===== src/rtl/puf_eval_ctrl_if.sv =====
// Request/response handshake bundle for the arbiter-PUF evaluation controller.
//   req_valid/req_ready/req_challenge : challenge request channel
//   resp_valid/resp_ready             : response handshake
//   resp_bit/resp_ones                : majority-voted bit and count of 1 samples
// master = requester/consumer side, slave = controller side.
interface puf_eval_ctrl_if #(
    parameter int unsigned N  = 8,
    parameter int unsigned CW = 3
);
    logic          req_valid;
    logic          req_ready;
    logic [N-1:0]  req_challenge;
    logic          resp_valid;
    logic          resp_ready;
    logic          resp_bit;
    logic [CW-1:0] resp_ones;

    modport master (
        output req_valid,
        output req_challenge,
        output resp_ready,
        input  req_ready,
        input  resp_valid,
        input  resp_bit,
        input  resp_ones
    );

    modport slave (
        input  req_valid,
        input  req_challenge,
        input  resp_ready,
        output req_ready,
        output resp_valid,
        output resp_bit,
        output resp_ones
    );
endinterface


===== src/rtl/puf_eval_ctrl.sv =====
// Arbiter-PUF evaluation controller: accepts a challenge, runs REPEAT
// clear/settle/sample evaluations on the PUF core and returns the
// majority-voted response bit together with the count of 1 samples.
//   clk, reset     : rising-edge clock, asynchronous active-high reset
//   bus (slave)    : request/response handshake (see puf_eval_ctrl_if)
//   puf_challenge  : registered challenge driven to the PUF core
//   puf_reset      : clear pulse to the PUF core
//   puf_start      : launch level to the PUF core
//   puf_out        : PUF response, asynchronous to clk
//   busy           : high whenever the controller is not idle
module puf_eval_ctrl #(
    parameter int unsigned N             = 8,
    parameter int unsigned SETTLE_CYCLES = 16,
    parameter int unsigned REPEAT        = 7
) (
    input  logic                 clk,
    input  logic                 reset,
    puf_eval_ctrl_if.slave       bus,
    output logic [N-1:0]         puf_challenge,
    output logic                 puf_reset,
    output logic                 puf_start,
    input  logic                 puf_out,
    output logic                 busy
);

    localparam int unsigned CW    = $clog2(REPEAT + 1);
    localparam int unsigned CYC_W = $clog2(SETTLE_CYCLES);

    typedef enum logic [2:0] {
        IDLE   = 3'd0,
        CLEAR  = 3'd1,
        SETTLE = 3'd2,
        SAMPLE = 3'd3,
        RESP   = 3'd4
    } state_t;

    state_t             state;
    state_t             next_state;

    logic [CYC_W-1:0]   cyc;
    logic [CYC_W-1:0]   cyc_nxt;
    logic [CW-1:0]      rep;
    logic [CW-1:0]      rep_nxt;
    logic [CW-1:0]      ones;
    logic [CW-1:0]      ones_nxt;
    logic [N-1:0]       chal_nxt;

    logic [1:0]         sync;
    logic               puf_sync;

    logic               puf_reset_nxt;
    logic               puf_start_nxt;
    logic               resp_valid_nxt;
    logic               resp_bit_nxt;
    logic [CW-1:0]      resp_ones_nxt;
    logic               req_ready_nxt;
    logic               busy_nxt;

    logic               resp_valid_q;
    logic               resp_bit_q;
    logic [CW-1:0]      resp_ones_q;
    logic               req_ready_q;

    assign bus.resp_valid = resp_valid_q;
    assign bus.resp_bit   = resp_bit_q;
    assign bus.resp_ones  = resp_ones_q;
    assign bus.req_ready  = req_ready_q;

    // Two-flop synchronizer for the asynchronous PUF response
    always_ff @(posedge clk or posedge reset) begin
        if (reset) begin
            sync <= 2'b00;
        end else begin
            sync <= {sync[0], puf_out};
        end
    end

    assign puf_sync = sync[1];

    // State register plus evaluation counters and captured challenge
    always_ff @(posedge clk or posedge reset) begin
        if (reset) begin
            state         <= IDLE;
            cyc           <= '0;
            rep           <= '0;
            ones          <= '0;
            puf_challenge <= '0;
        end else begin
            state         <= next_state;
            cyc           <= cyc_nxt;
            rep           <= rep_nxt;
            ones          <= ones_nxt;
            puf_challenge <= chal_nxt;
        end
    end

    // Next-state logic and counter/challenge updates
    always_comb begin
        next_state = state;
        cyc_nxt    = cyc;
        rep_nxt    = rep;
        ones_nxt   = ones;
        chal_nxt   = puf_challenge;
        case (state)
            IDLE: begin
                // req_ready is high exactly while in IDLE
                if (bus.req_valid) begin
                    next_state = CLEAR;
                    cyc_nxt    = '0;
                    rep_nxt    = '0;
                    ones_nxt   = '0;
                    chal_nxt   = bus.req_challenge;
                end
            end
            CLEAR: begin
                if (cyc == CYC_W'(1)) begin
                    next_state = SETTLE;
                    cyc_nxt    = '0;
                end else begin
                    cyc_nxt = cyc + CYC_W'(1);
                end
            end
            SETTLE: begin
                if (cyc == CYC_W'(SETTLE_CYCLES - 1)) begin
                    next_state = SAMPLE;
                    cyc_nxt    = '0;
                end else begin
                    cyc_nxt = cyc + CYC_W'(1);
                end
            end
            SAMPLE: begin
                ones_nxt = ones + CW'(puf_sync);
                rep_nxt  = rep + CW'(1);
                cyc_nxt  = '0;
                // Returning to CLEAR drops puf_start so the next launch is a fresh edge
                next_state = (rep_nxt == CW'(REPEAT)) ? RESP : CLEAR;
            end
            RESP: begin
                if (bus.resp_ready) begin
                    next_state = IDLE;
                end
            end
            default: begin
                next_state = IDLE;
            end
        endcase
    end

    // Output decode from the next state so every output is a flop aligned with state
    always_comb begin
        puf_reset_nxt  = 1'b0;
        puf_start_nxt  = 1'b0;
        resp_valid_nxt = 1'b0;
        resp_bit_nxt   = resp_bit_q;
        resp_ones_nxt  = resp_ones_q;
        req_ready_nxt  = (next_state == IDLE);
        busy_nxt       = (next_state != IDLE);
        case (next_state)
            CLEAR:   puf_reset_nxt  = 1'b1;
            SETTLE:  puf_start_nxt  = 1'b1;
            SAMPLE:  puf_start_nxt  = 1'b1;
            RESP:    resp_valid_nxt = 1'b1;
            default: ;
        endcase
        // Response fields load once on entry to RESP and hold through the handshake
        if (state == SAMPLE && next_state == RESP) begin
            resp_bit_nxt  = (ones_nxt > CW'(REPEAT / 2));
            resp_ones_nxt = ones_nxt;
        end
    end

    // Output registers
    always_ff @(posedge clk or posedge reset) begin
        if (reset) begin
            puf_reset    <= 1'b0;
            puf_start    <= 1'b0;
            resp_valid_q <= 1'b0;
            resp_bit_q   <= 1'b0;
            resp_ones_q  <= '0;
            req_ready_q  <= 1'b1;
            busy         <= 1'b0;
        end else begin
            puf_reset    <= puf_reset_nxt;
            puf_start    <= puf_start_nxt;
            resp_valid_q <= resp_valid_nxt;
            resp_bit_q   <= resp_bit_nxt;
            resp_ones_q  <= resp_ones_nxt;
            req_ready_q  <= req_ready_nxt;
            busy         <= busy_nxt;
        end
    end

endmodule


===== src/flat_wrapper.sv =====
// flat-port wrapper written by rule: the top's interface ports become plain ports
module puf_eval_ctrl_flat 
#(
    parameter int unsigned N             = 8,
    parameter int unsigned SETTLE_CYCLES = 16,
    parameter int unsigned REPEAT        = 7
)
  (clk, reset, puf_challenge, puf_reset, puf_start, puf_out, busy, bus_req_valid, bus_req_challenge, bus_resp_ready, bus_req_ready, bus_resp_valid, bus_resp_bit, bus_resp_ones);
  puf_eval_ctrl_if #(.N(N), .CW(3)) bus_i ();
  input  logic clk;
  input  logic reset;
  output logic [N-1:0] puf_challenge;
  output logic puf_reset;
  output logic puf_start;
  input  logic puf_out;
  output logic busy;
  input wire logic [$bits(bus_i.req_valid)-1:0] bus_req_valid;
  input wire logic [$bits(bus_i.req_challenge)-1:0] bus_req_challenge;
  input wire logic [$bits(bus_i.resp_ready)-1:0] bus_resp_ready;
  output wire logic [$bits(bus_i.req_ready)-1:0] bus_req_ready;
  output wire logic [$bits(bus_i.resp_valid)-1:0] bus_resp_valid;
  output wire logic [$bits(bus_i.resp_bit)-1:0] bus_resp_bit;
  output wire logic [$bits(bus_i.resp_ones)-1:0] bus_resp_ones;
  assign bus_i.req_valid = bus_req_valid;
  assign bus_i.req_challenge = bus_req_challenge;
  assign bus_i.resp_ready = bus_resp_ready;
  assign bus_req_ready = bus_i.req_ready;
  assign bus_resp_valid = bus_i.resp_valid;
  assign bus_resp_bit = bus_i.resp_bit;
  assign bus_resp_ones = bus_i.resp_ones;
  puf_eval_ctrl #(.N(N), .SETTLE_CYCLES(SETTLE_CYCLES), .REPEAT(REPEAT)) u_core (.clk(clk), .reset(reset), .bus(bus_i), .puf_challenge(puf_challenge), .puf_reset(puf_reset), .puf_start(puf_start), .puf_out(puf_out), .busy(busy));
endmodule

===== config.mk =====
export PLATFORM = sky130hd
export DESIGN_NAME = puf_eval_ctrl_flat
export DESIGN_NICKNAME = d
export VERILOG_FILES = /design/src/rtl/puf_eval_ctrl_if.sv /design/src/rtl/puf_eval_ctrl.sv /design/src/flat_wrapper.sv
export SDC_FILE = /design/constraint.sdc
export NUM_CORES = 1
export LEC_CHECK = 0
export CAP_MARGIN = 30
export CORE_ASPECT_RATIO = 0.5
export CORE_MARGIN = 5
export CORE_UTILIZATION = 47
export CTS_BUF_LIST = sky130_fd_sc_hd__clkbuf_4 sky130_fd_sc_hd__clkbuf_8
export DETAILED_ROUTE_END_ITERATION = 12
export PLACE_DENSITY = 0.78
export SYNTH_ARGS = -nofsm -noshare
export SYNTH_HDL_FRONTEND = slang
export SYNTH_SLANG_ARGS = --single-unit

===== constraint.sdc =====
create_clock -name clk -period 1.7 [get_ports clk]
set_input_delay 0.51 -clock clk [delete_from_list [all_inputs] [get_ports clk]]
set_output_delay 0.51 -clock clk [all_outputs]
set_load 0.05 [all_outputs]

### Word-level counts from Yosys, hierarchy flattened

Index checks and enable logic that the tools add are counted.

* register bits after elaboration: 32
* input bits: 13
* output and inout port bits: 17
* logic and storage cells: 56

* $add $sub $neg: 3
* $lt $le $gt $ge: 1
* equality and inequality tests: 12
* mux-type cells: 17
* reductions and logical operators: 10

Operator list (count)
* 2-to-1 mux 3 bit: 7
* one-hot mux 4 bit (4 select lines): 1
* one-hot mux 3 bit (5 select lines): 1
* == test 3 x 2 -> 1 bit, second input constant: 4
* 2-to-1 mux 4 bit: 3
* one-hot mux 3 bit (2 select lines): 2
* == test 3 bit, second input constant: 3
* == test 3 x 1 -> 1 bit, second input constant: 2
* logical NOT 3 bit: 2
* AND reduction 2 bit: 3
* adder 4 x 1 -> 4 bit, second input constant: 1
* == test 4 x 1 -> 1 bit, second input constant: 1
* == test 4 bit, second input constant: 1
* nonzero test 4 bit: 1
* adder 3 x 1 -> 3 bit: 1
* adder 3 x 1 -> 3 bit, second input constant: 1
* > comparator 3 x 2 -> 1 bit, second input constant: 1
* 2-to-1 mux 1 bit: 3
* nonzero test 3 bit: 1
* != test 2 bit, second input constant: 1
* nonzero test 2 bit: 1
* OR reduction 2 bit: 1
* logical AND 1 bit: 1

### Depth between registers and ports, before layout

Gate-level depths: netlist of the first run.

* depth in word-level cells: 7
* gate-level depth with buffers: 6
* gate-level depth less buffers: 6

### Worst setup path after synthesis of the first run

Ideal clock, no wire load.

* path kind: reg2reg
* start point: register u_core.cyc[1]
* end point: register u_core.busy
* library setup time: 0.124 ns
* data arrival time: 1.608 ns
* data required time: 1.576 ns
* path slack: -0.032 ns
* stages on the path, launching flop included: 7
* path buffers: 0
* clock period less this slack: 1.732 ns
* cell sequence: dfrtp_1 inv_1 ha_1 nor3b_4 nor2_2 or4_4 or2_1

* longest elaborated chain between the ends: 4
* elaborated cells on any way between the ends: 6
* those cells by class: eq/ne (2); mux (3); reduce/logical (1)

RTL lines
* start: declaration: line puf_eval_ctrl.sv:40 `logic [CYC_W-1:0] cyc;`
* start signal: assignment: line puf_eval_ctrl.sv:90 `cyc <= cyc_nxt;`
* == test 4 bit / == test 4 x 1 -> 1 bit (equally long branches): line puf_eval_ctrl.sv:124, puf_eval_ctrl.sv:116
* 2-to-1 mux 3 bit, on equally long branches: line puf_eval_ctrl.sv:124, puf_eval_ctrl.sv:116
* one-hot mux 3 bit (5 select lines) (*): line puf_eval_ctrl.sv:104 `case (state)`
* named net u_core.next_state[0]: line puf_eval_ctrl.sv:38 `state_t next_state;`
* nonzero test 3 bit (*): line puf_eval_ctrl.sv:157 `busy_nxt = (next_state != IDLE);`
* named net u_core.busy_nxt: line puf_eval_ctrl.sv:57 `logic busy_nxt;`
* end signal: assignment: line puf_eval_ctrl.sv:189 `busy <= busy_nxt;`
* end: declaration: line puf_eval_ctrl.sv:23 `output logic busy`

The timed path passes the listed nets; every way through them passes the cells marked *.
A chain may end at the register's enable or synchronous reset.

### Worst setup path in the final report of the first run

* start point: register u_core.rep[0]
* end point: register u_core.busy

* longest elaborated chain between the ends: 5

RTL lines
* start: declaration: line puf_eval_ctrl.sv:42 `logic [CW-1:0] rep;`
* start signal: assignment: line puf_eval_ctrl.sv:91 `rep <= rep_nxt;`
* adder 3 x 1 -> 3 bit: line puf_eval_ctrl.sv:133 `rep_nxt = rep + CW'(1);`
* == test 3 bit: line puf_eval_ctrl.sv:136 `next_state = (rep_nxt == CW'(REPEAT)) ? RESP : CLEAR;`
* 2-to-1 mux 3 bit: line puf_eval_ctrl.sv:136
* one-hot mux 3 bit (5 select lines): line puf_eval_ctrl.sv:104
* named net u_core.next_state[0]: line puf_eval_ctrl.sv:38
* nonzero test 3 bit: line puf_eval_ctrl.sv:157
* named net u_core.busy_nxt: line puf_eval_ctrl.sv:57

The timed path passes the listed nets, and every way through them passes these cells.

==> out/results.tsv, run 1 <==
metric	value	unit
synth_cells	114	
dp_hpwl	2.30	mm
portBuffers	29	
clk_pin_slew	70	ps
hp-class	register to register	
grt.total_usage	0.166	
die_width	87.2	um
fmax	0.577	GHz
nets	192	
status	finished with violations	
ir_drop	1.34	mV
clock_latency	290	ps
cts_tree	built	
synth_edf_count	0	
multiInputGateArea	631	um2
synthArstFlopShare	1.00	
dieArea	4240	um2
drive_above_1_share	0.460	
clock-sinks	31	
netlist_top_cells_area	dfrtp_1, mux2_2, ha_1	
gr-usage-met2	0.282	
setup_ws	-33.9	ps
regArea	777	um2
cp-end-kind	register	
num-fill-cells	156	
maxCapViolations	0	
critPathMaxFanout	3	
routed_wl	3.39	mm
grt_pass1_wl	5.22	mm
finalClockSkew	6.09	ps
setup_violations	2	
grt_pass1_vias	1114	
avgSynthCellArea	12.3	um2
area_growth	59.6	%
syn_nets	133	
period_minus_slack	1730	ps
cts_buffers	5	
cp-start-kind	register	
top_usage_layer	met2	
initial_core_util	0.479	
violations	negative setup slack	
gr-usage-met1	0.180	
crit_arrival	1900	ps
grt_overflow_total	0	
fp-row-count	14	
vias	1137	
ys_ff_latch	31	
netlist.top_cell.by_area	dfrtp_1	
place_congestion	0.811	
tns	-40.6	ps
rsz0062_at_grt	true	
use_met3	0.0542	
syn_area	1400	um2
io_pins	30	
wl_per_cell	15.8	um
powerDensity	1900	nW/um2
via_per_inst	5.31	
ys_seq_area_frac	0.554	
p_total	4.25	mW
root_buffer	clkbuf_8	
antenna_left	0	
synth_warnings	0	
yosysUniqueCellTypes	34	
grt_max_degree	21	
slew_violations	0	
finalHoldViolCount	0	
dr.pass1.iters	4	
required	1870	ps
clockBufferDepth	2	
crit_slowest_cell	or4_4	
antenna_found_initial	0	
slew-limit-headroom	0.764	
drc_errors	0	
p_leak	1.03	nW
n_antenna_cell	0	
slowest_delay	530	ps
synth_top_cell_area_share	0.536	
timing.final.crit_share	1.02	
tightest_slew	353	ps
die_h	48.6	um
critical_path_class	register to register	
coreArea	2930	um2
ys.flop_type	dfrtp_1	
initialDrtViolationCount	31	
htreeDepth	2	
crit_chain	buf_4 -> inv_1 -> ha_4 -> a21oi_2 -> or4_4 -> or2_1	
==> flip-flops by register name, indices dropped and copies added, names as in the netlist, 2 cells and up <==
| signal | count |
|---|---|
| u_core.ones | 3 |
| u_core.puf_challenge | 8 |
| u_core.sync | 2 |
| u_core.state | 3 |
| u_core.rep | 3 |
| u_core.cyc | 4 |
| u_core.bus.resp_ones | 3 |
==> final cells by class <==
cell class / instances / share of cell area
multi-input combinational: 74 / 0.282
sequential: 31 / 0.347
timing repair buffer: 57 / 0.299
tap: 40 / 0.0224
clock buffer: 7 / 0.0403
clock inverter: 1 / 0.00224
inverter: 4 / 0.00671
==> cells by family (layout without fill, tap and decap cells) <==
group                    Yosys count  after routing  share of synthesized area
buffers and inverters              9             69                     0.0455
flip-flops                        31             31                      0.554
multiplexers                      10             10                     0.0804
XOR/XNOR                           2              2                     0.0125
AND/OR/NAND/NOR                   35             35                      0.159
AO/OA/AOI/OAI                     21             21                     0.0947
adder cells (fa/ha/maj)            6              6                     0.0536
==> cell usage after synthesis (2+ instances only) <==
cell and number:
nand3_1 3, mux2_2 10, inv_1 4, nor2b_1 3, dfrtp_1 30, nor2_1 9, a22o_1 2, nor3b_1 2
buf_4 2, nand2_1 8, buf_6 3, o21ai_0 8, a21oi_1 4, ha_1 6
==> metrics by stage <==
| step | instance area, um2 | instances | setup slack (ps) | hold WS [ps] | utilization |
|---|---|---|---|---|---|
| finish | 2240 | 214 | -33.9 | 349 | 0.765 |
| CTS | 2160 | 211 | -28.3 | 350 | 0.737 |
| floorplan | 1400 | 114 | 6.41 | 331 | - |
| detailed placement | 2000 | 196 | -597 | 335 | 0.684 |
| global placement | 2000 | 196 | -462 | 333 | 0.684 |
| global route | 2240 | 214 | -81.3 | 358 | 0.765 |
==> per-layer routing <==
| layer | part of all wire | vias up | wire (um) |
|---|---|---|---|
| met5 | 0 | - | 0 |
| met4 | 0.034 | 0 | 116 |
| met3 | 0.043 | 14 | 147 |
| met2 | 0.52 | 31 | 1760 |
| met1 | 0.40 | 573 | 1370 |
| li1 | - | 519 | - |
==> layout by cell type, fill, tap and decap left out, types with 2 or more instances in the layout <==
master,count
ha_4,2
a21oi_1,2
nand2_1,8
nor2_1,7
o21ai_0,8
nor2b_1,3
buf_4,28
nor3b_1,2
mux2_2,10
nor2_2,3
clkbuf_8,6
a22o_1,2
inv_1,3
buf_12,17
ha_1,3
dfrtp_1,30
a21oi_2,2
nand3_1,2
clkdlybuf4s50_1,11
==> where the power goes <==
group / internal (mW) / switching, mW / leakage, nW
clock: 0.342 / 0.278 / 0.0517
sequential: 0.996 / 0.273 / 0.393
combinational: 1.23 / 1.13 / 0.584
==> worst max-delay path: cells and delay by family, from the launching register on <==
| family | cells | cell delay (ps) |
|---|---|---|
| adder cells (fa/ha/maj) | 1 | 160 |
| flip-flops | 1 | 400 |
| AO/OA/AOI/OAI | 1 | 50 |
| AND/OR/NAND/NOR | 2 | 750 |
| buffers and inverters | 2 | 240 |
==> final timing paths <==
path	start	slack (ps)	depth (start not counted)	endpoint
worst max-delay path	u_core.rep[0]	-30	6	u_core.busy
worst min-delay path	u_core.sync[0]	350	0	u_core.sync[1]
worst max register to register	u_core.rep[0]	-30	6	u_core.busy
worst min register to register	u_core.sync[0]	350	0	u_core.sync[1]
max in group asynchronous	reset	830	3	u_core.bus.req_ready
min in group asynchronous	reset	550	3	u_core.puf_challenge[0]
==> what timing repair did <==
action	4_1_cts	5_1_grt
buffers inserted	7	3
pin swaps	2	3
endpoints found under the setup margin	18	7
hold buffers	0	0
resized for setup	3	12
(Power assumes the default switching activity.)
==> run 2, diff against run 1 <==
CORE_MARGIN = not set   (was 5)
==> out/results.tsv, run 2 (synthesized netlist as in run 1, its figures left out) <==
metric	value	unit
clockBufferDepth	2	
root_buffer	clkbuf_8	
dpl_cell_area	1990	um2
antenna_left	0	
area_growth	56.1	%
cts_tree	built	
cts_buffers	5	
required	1870	ps
setup_ws	-38.4	ps
top_register	u_core.puf_challenge	
routed_wl	3.27	mm
critical_path_class	register to register	
maxCapViolations	0	
portBuffers	29	
finalHoldViolCount	0	
io_pins	30	
htreeDepth	2	
grt.total_usage	0.226	
cp-end-kind	register	
grt_pass1_vias	1080	
crit_arrival	1910	ps
slew_violations	0	
drc_errors	0	
clk_pin_slew	60	ps
vias	1117	
n_antenna_cell	0	
period_minus_slack	1740	ps
dr.pass1.iters	4	
initial_core_util	0.516	
setup_violations	1	
instances_no_fill	206	
slew-limit-headroom	0.750	
dieArea	3220	um2
clock-sinks	31	
placedCellCount	190	
nets	187	
num-fill-cells	135	
violations	negative setup slack	
final_cell_area	2190	um2
initialDrtViolationCount	27	
drive_above_1_share	0.426	
timing.final.crit_share	1.02	
p_leak	1.01	nW
rsz0062_at_grt	true	
layout_commonest_cell	dfrtp_1	
powerDensity	1930	nW/um2
antenna_found_initial	0	
tns	-38.4	ps
largest_registers	u_core.puf_challenge: 8 flops, u_core.cyc: 4 flops	
status	finished with violations	
critPathMaxFanout	3	
grt_pass1_wl	5.00	mm
ir_drop	1.58	mV
place_congestion	0.777	
fp-row-count	13	
wl_per_cell	15.9	um
via_per_inst	5.42	
coreArea	2720	um2
largest_reg_flops	8	
clock_latency	290	ps
multiInputGateArea	602	um2
tightest_slew	372	ps
hp-class	register to register	
final_cell_mix	dfrtp_1, buf_4, buf_12, clkdlybuf4s50_1, mux2_2	
regArea	777	um2
hold_buffers	0	
die_width	79.2	um
cp-start-kind	register	
final_core_util	0.805	
fmax	0.575	GHz
die_h	40.6	um
dp_hpwl	2.13	mm
finalClockSkew	2.91	ps
grt_overflow_total	0	
grt_max_degree	32	
[run 2: changes by cell type in the layout (fill, tap and decap cells not counted), sizes merged]
cell	before	now
buf	45	40
[run 2: worst max-delay path: stages (launching register included)]
cell	delay (ps)
dfrtp_1	410
inv_2	90
ha_4	120
nor3b_4	270
nor2_4	70
or4_4	440
or2_1	220
[run 2: cell type report]
class	instances	area share
well taps	37	0.0212
inverters	4	0.00686
multi-input cells	74	0.275
clock buffers	7	0.0412
repair buffers	52	0.298
flip-flops and latches	31	0.355
clock inverters	1	0.00229
[run 2: path summary, 6_finish.rpt]
check | endpoint | cells past startpoint | slack (ps) | start
hold / removal | u_core.sync[1] | 0 | 360 | u_core.sync[0]
min in group asynchronous | u_core.sync[0] | 3 | 560 | reset
hold reg to reg | u_core.sync[1] | 0 | 360 | u_core.sync[0]
setup / recovery | u_core.busy | 6 | -40 | u_core.cyc[1]
setup reg to reg | u_core.busy | 6 | -40 | u_core.cyc[1]
max in group asynchronous | u_core.bus.req_ready | 3 | 900 | reset
[run 2: per-layer routing]
layer	wire [um]	GRT usage
met5	0	0
met4	97	0.168
met3	153	0.0800
met2	1720	0.366
met1	1300	0.263
[run 2: report_power, final]
group | switching [mW] | internal (mW)
clock network | 0.276 | 0.342
registers | 0.275 | 0.996
logic | 1.13 | 1.21
[run 2: per-stage QoR]
stage | power, mW | setup WS [ps] | hold slack, ps
after floorplan | 2.35 | 6.41 | 331
after global placement | 3.28 | -474 | 333
after detailed placement | 3.37 | -590 | 343
after CTS | 4.06 | -34.5 | 358
after global routing | 4.43 | -101 | 368
final | 4.23 | -38.4 | 358
[run 2: repair_timing]
item                                    CTS  global route
pin swaps                                 1             2
resized for setup                         3             9
endpoints found under the setup margin   18             7
setup buffers                             4             4
cloned                                    0             0
endpoints found under the hold margin     0             0
==> run 3, diff against run 2 <==
ABC_CLOCK_PERIOD_IN_PS = 1700   (was not set)
CELL_PAD_IN_SITES_DETAIL_PLACEMENT = 0   (was not set)
CELL_PAD_IN_SITES_GLOBAL_PLACEMENT = 1   (was not set)
CORE_UTILIZATION = 30   (was 47)
PLACE_DENSITY = not set   (was 0.78)
PLACE_DENSITY_LB_ADDON = 0.1   (was not set)
==> out/results.tsv, run 3 (synthesized netlist as in run 1, its figures left out) <==
metric	value	unit
multiInputGateArea	579	um2
timing.final.crit_share	1.00	
ir_drop	0.979	mV
grt_pass1_vias	1067	
grt_overflow_total	0	
instances_no_fill	227	
final_cell_area	2220	um2
n_antenna_cell	0	
clockBufferDepth	2	
holdWs	349	ps
period_minus_slack	1700	ps
regArea	779	um2
via_per_inst	4.60	
p_total	4.17	mW
num-fill-cells	404	
initialDrtViolationCount	17	
setup_ws	-2.38	ps
fmax	0.587	GHz
htreeDepth	2	
p_leak	1.02	nW
antenna_found_initial	0	
finalHoldViolCount	0	
place_congestion	0.762	
layout_commonest_cell	dfrtp_1	
drc_errors	0	
area_growth	58.6	%
required	1870	ps
grt_pass1_wl	4.89	mm
initial_core_util	0.315	
grt.total_usage	0.132	
final_cell_mix	dfrtp_1, buf_4, buf_12, clkdlybuf4s50_1, mux2_2	
routed_wl	2.72	mm
dpl_cell_area	2050	um2
cp-end-kind	register	
root_buffer	clkbuf_8	
portBuffers	29	
coreArea	4450	um2
powerDensity	1880	nW/um2
clk_pin_slew	70	ps
grt_max_degree	32	
critPathMaxFanout	4	
slew-limit-headroom	0.752	
vias	1045	
tightest_slew	370	ps
maxCapViolations	0	
dr.pass1.iters	4	
die_h	50.3	um
hp-class	register to register	
top_register	u_core.puf_challenge	
crit_arrival	1870	ps
clock_latency	280	ps
setup_violations	1	
largest_registers	u_core.puf_challenge: 8 flops, u_core.cyc: 4 flops	
violations	negative setup slack	
clock-sinks	31	
finalClockSkew	3.71	ps
antenna_left	0	
drive_above_1_share	0.424	
nets	188	
placedCellCount	215	
largest_reg_flops	8	
status	finished with violations	
dieArea	4970	um2
cts_tree	built	
wl_per_cell	12.0	um
io_pins	30	
final_core_util	0.500	
cp-start-kind	register	
die_width	98.7	um
critical_path_class	register to register	
slew_violations	0	
rsz0062_at_grt	true	
fp-row-count	17	
dp_hpwl	1.99	mm
cts_buffers	5	
run 3: area by class of cell:
type                    count  area share
flip-flops and latches     31       0.351
well taps                  57      0.0321
clock inverters             2      0.0158
clock buffers               6      0.0372
inverters                   4     0.00676
repair buffers             53       0.297
multi-input cells          74       0.261
run 3: final timing paths:
check	from	end	slack, ps	cells past startpoint
min in group asynchronous	reset	u_core.puf_challenge[6]	570	3
worst min register to register	u_core.sync[0]	u_core.sync[1]	350	0
worst min-delay path	u_core.sync[0]	u_core.sync[1]	350	0
worst max-delay path	u_core.rep[0]	u_core.busy	-2	5
worst max register to register	u_core.rep[0]	u_core.busy	-2	5
max in group asynchronous	reset	u_core.bus.req_ready	890	3
run 3: layer usage:
metal / global-route usage / vias up / routed length (um) / share of wire
met1: 0.168 / 516 / 1290 / 0.47
met4: 0.0448 / 0 / 0 / 0
met5: 0 / - / 0 / 0
met3: 0.0557 / 0 / 133 / 0.049
met2: 0.202 / 19 / 1300 / 0.48
li1: - / 510 / - / -
run 3: timing repair:
action,in CTS,in global routing
setup buffers,5,0
setup endpoints to repair,2,12
pin swaps,5,3
hold buffers,0,0
resized for setup,3,5
run 3: worst max-delay path: stages, from the launching register on:
cell and delay (ps):
dfrtp_1 390, ha_2 200, xor2_2 180, a21oi_2 80, or4_4 530, or2_1 220
run 3: report_power, final:
part	switching, mW	internal [mW]	leakage [nW]
logic	1.01	1.15	0.571
clock network	0.275	0.474	0.0612
registers	0.262	1.00	0.391
total	1.55	2.62	1.02
run 3: metrics by stage:
stage | setup WS [ps] | setup TNS, ps
floorplan | 6.41 | 0
global placement | -419 | -3550
detailed placement | -431 | -3550
CTS | -6.30 | -6.30
global route | -75.6 | -76.9
finish | -2.38 | -2.38
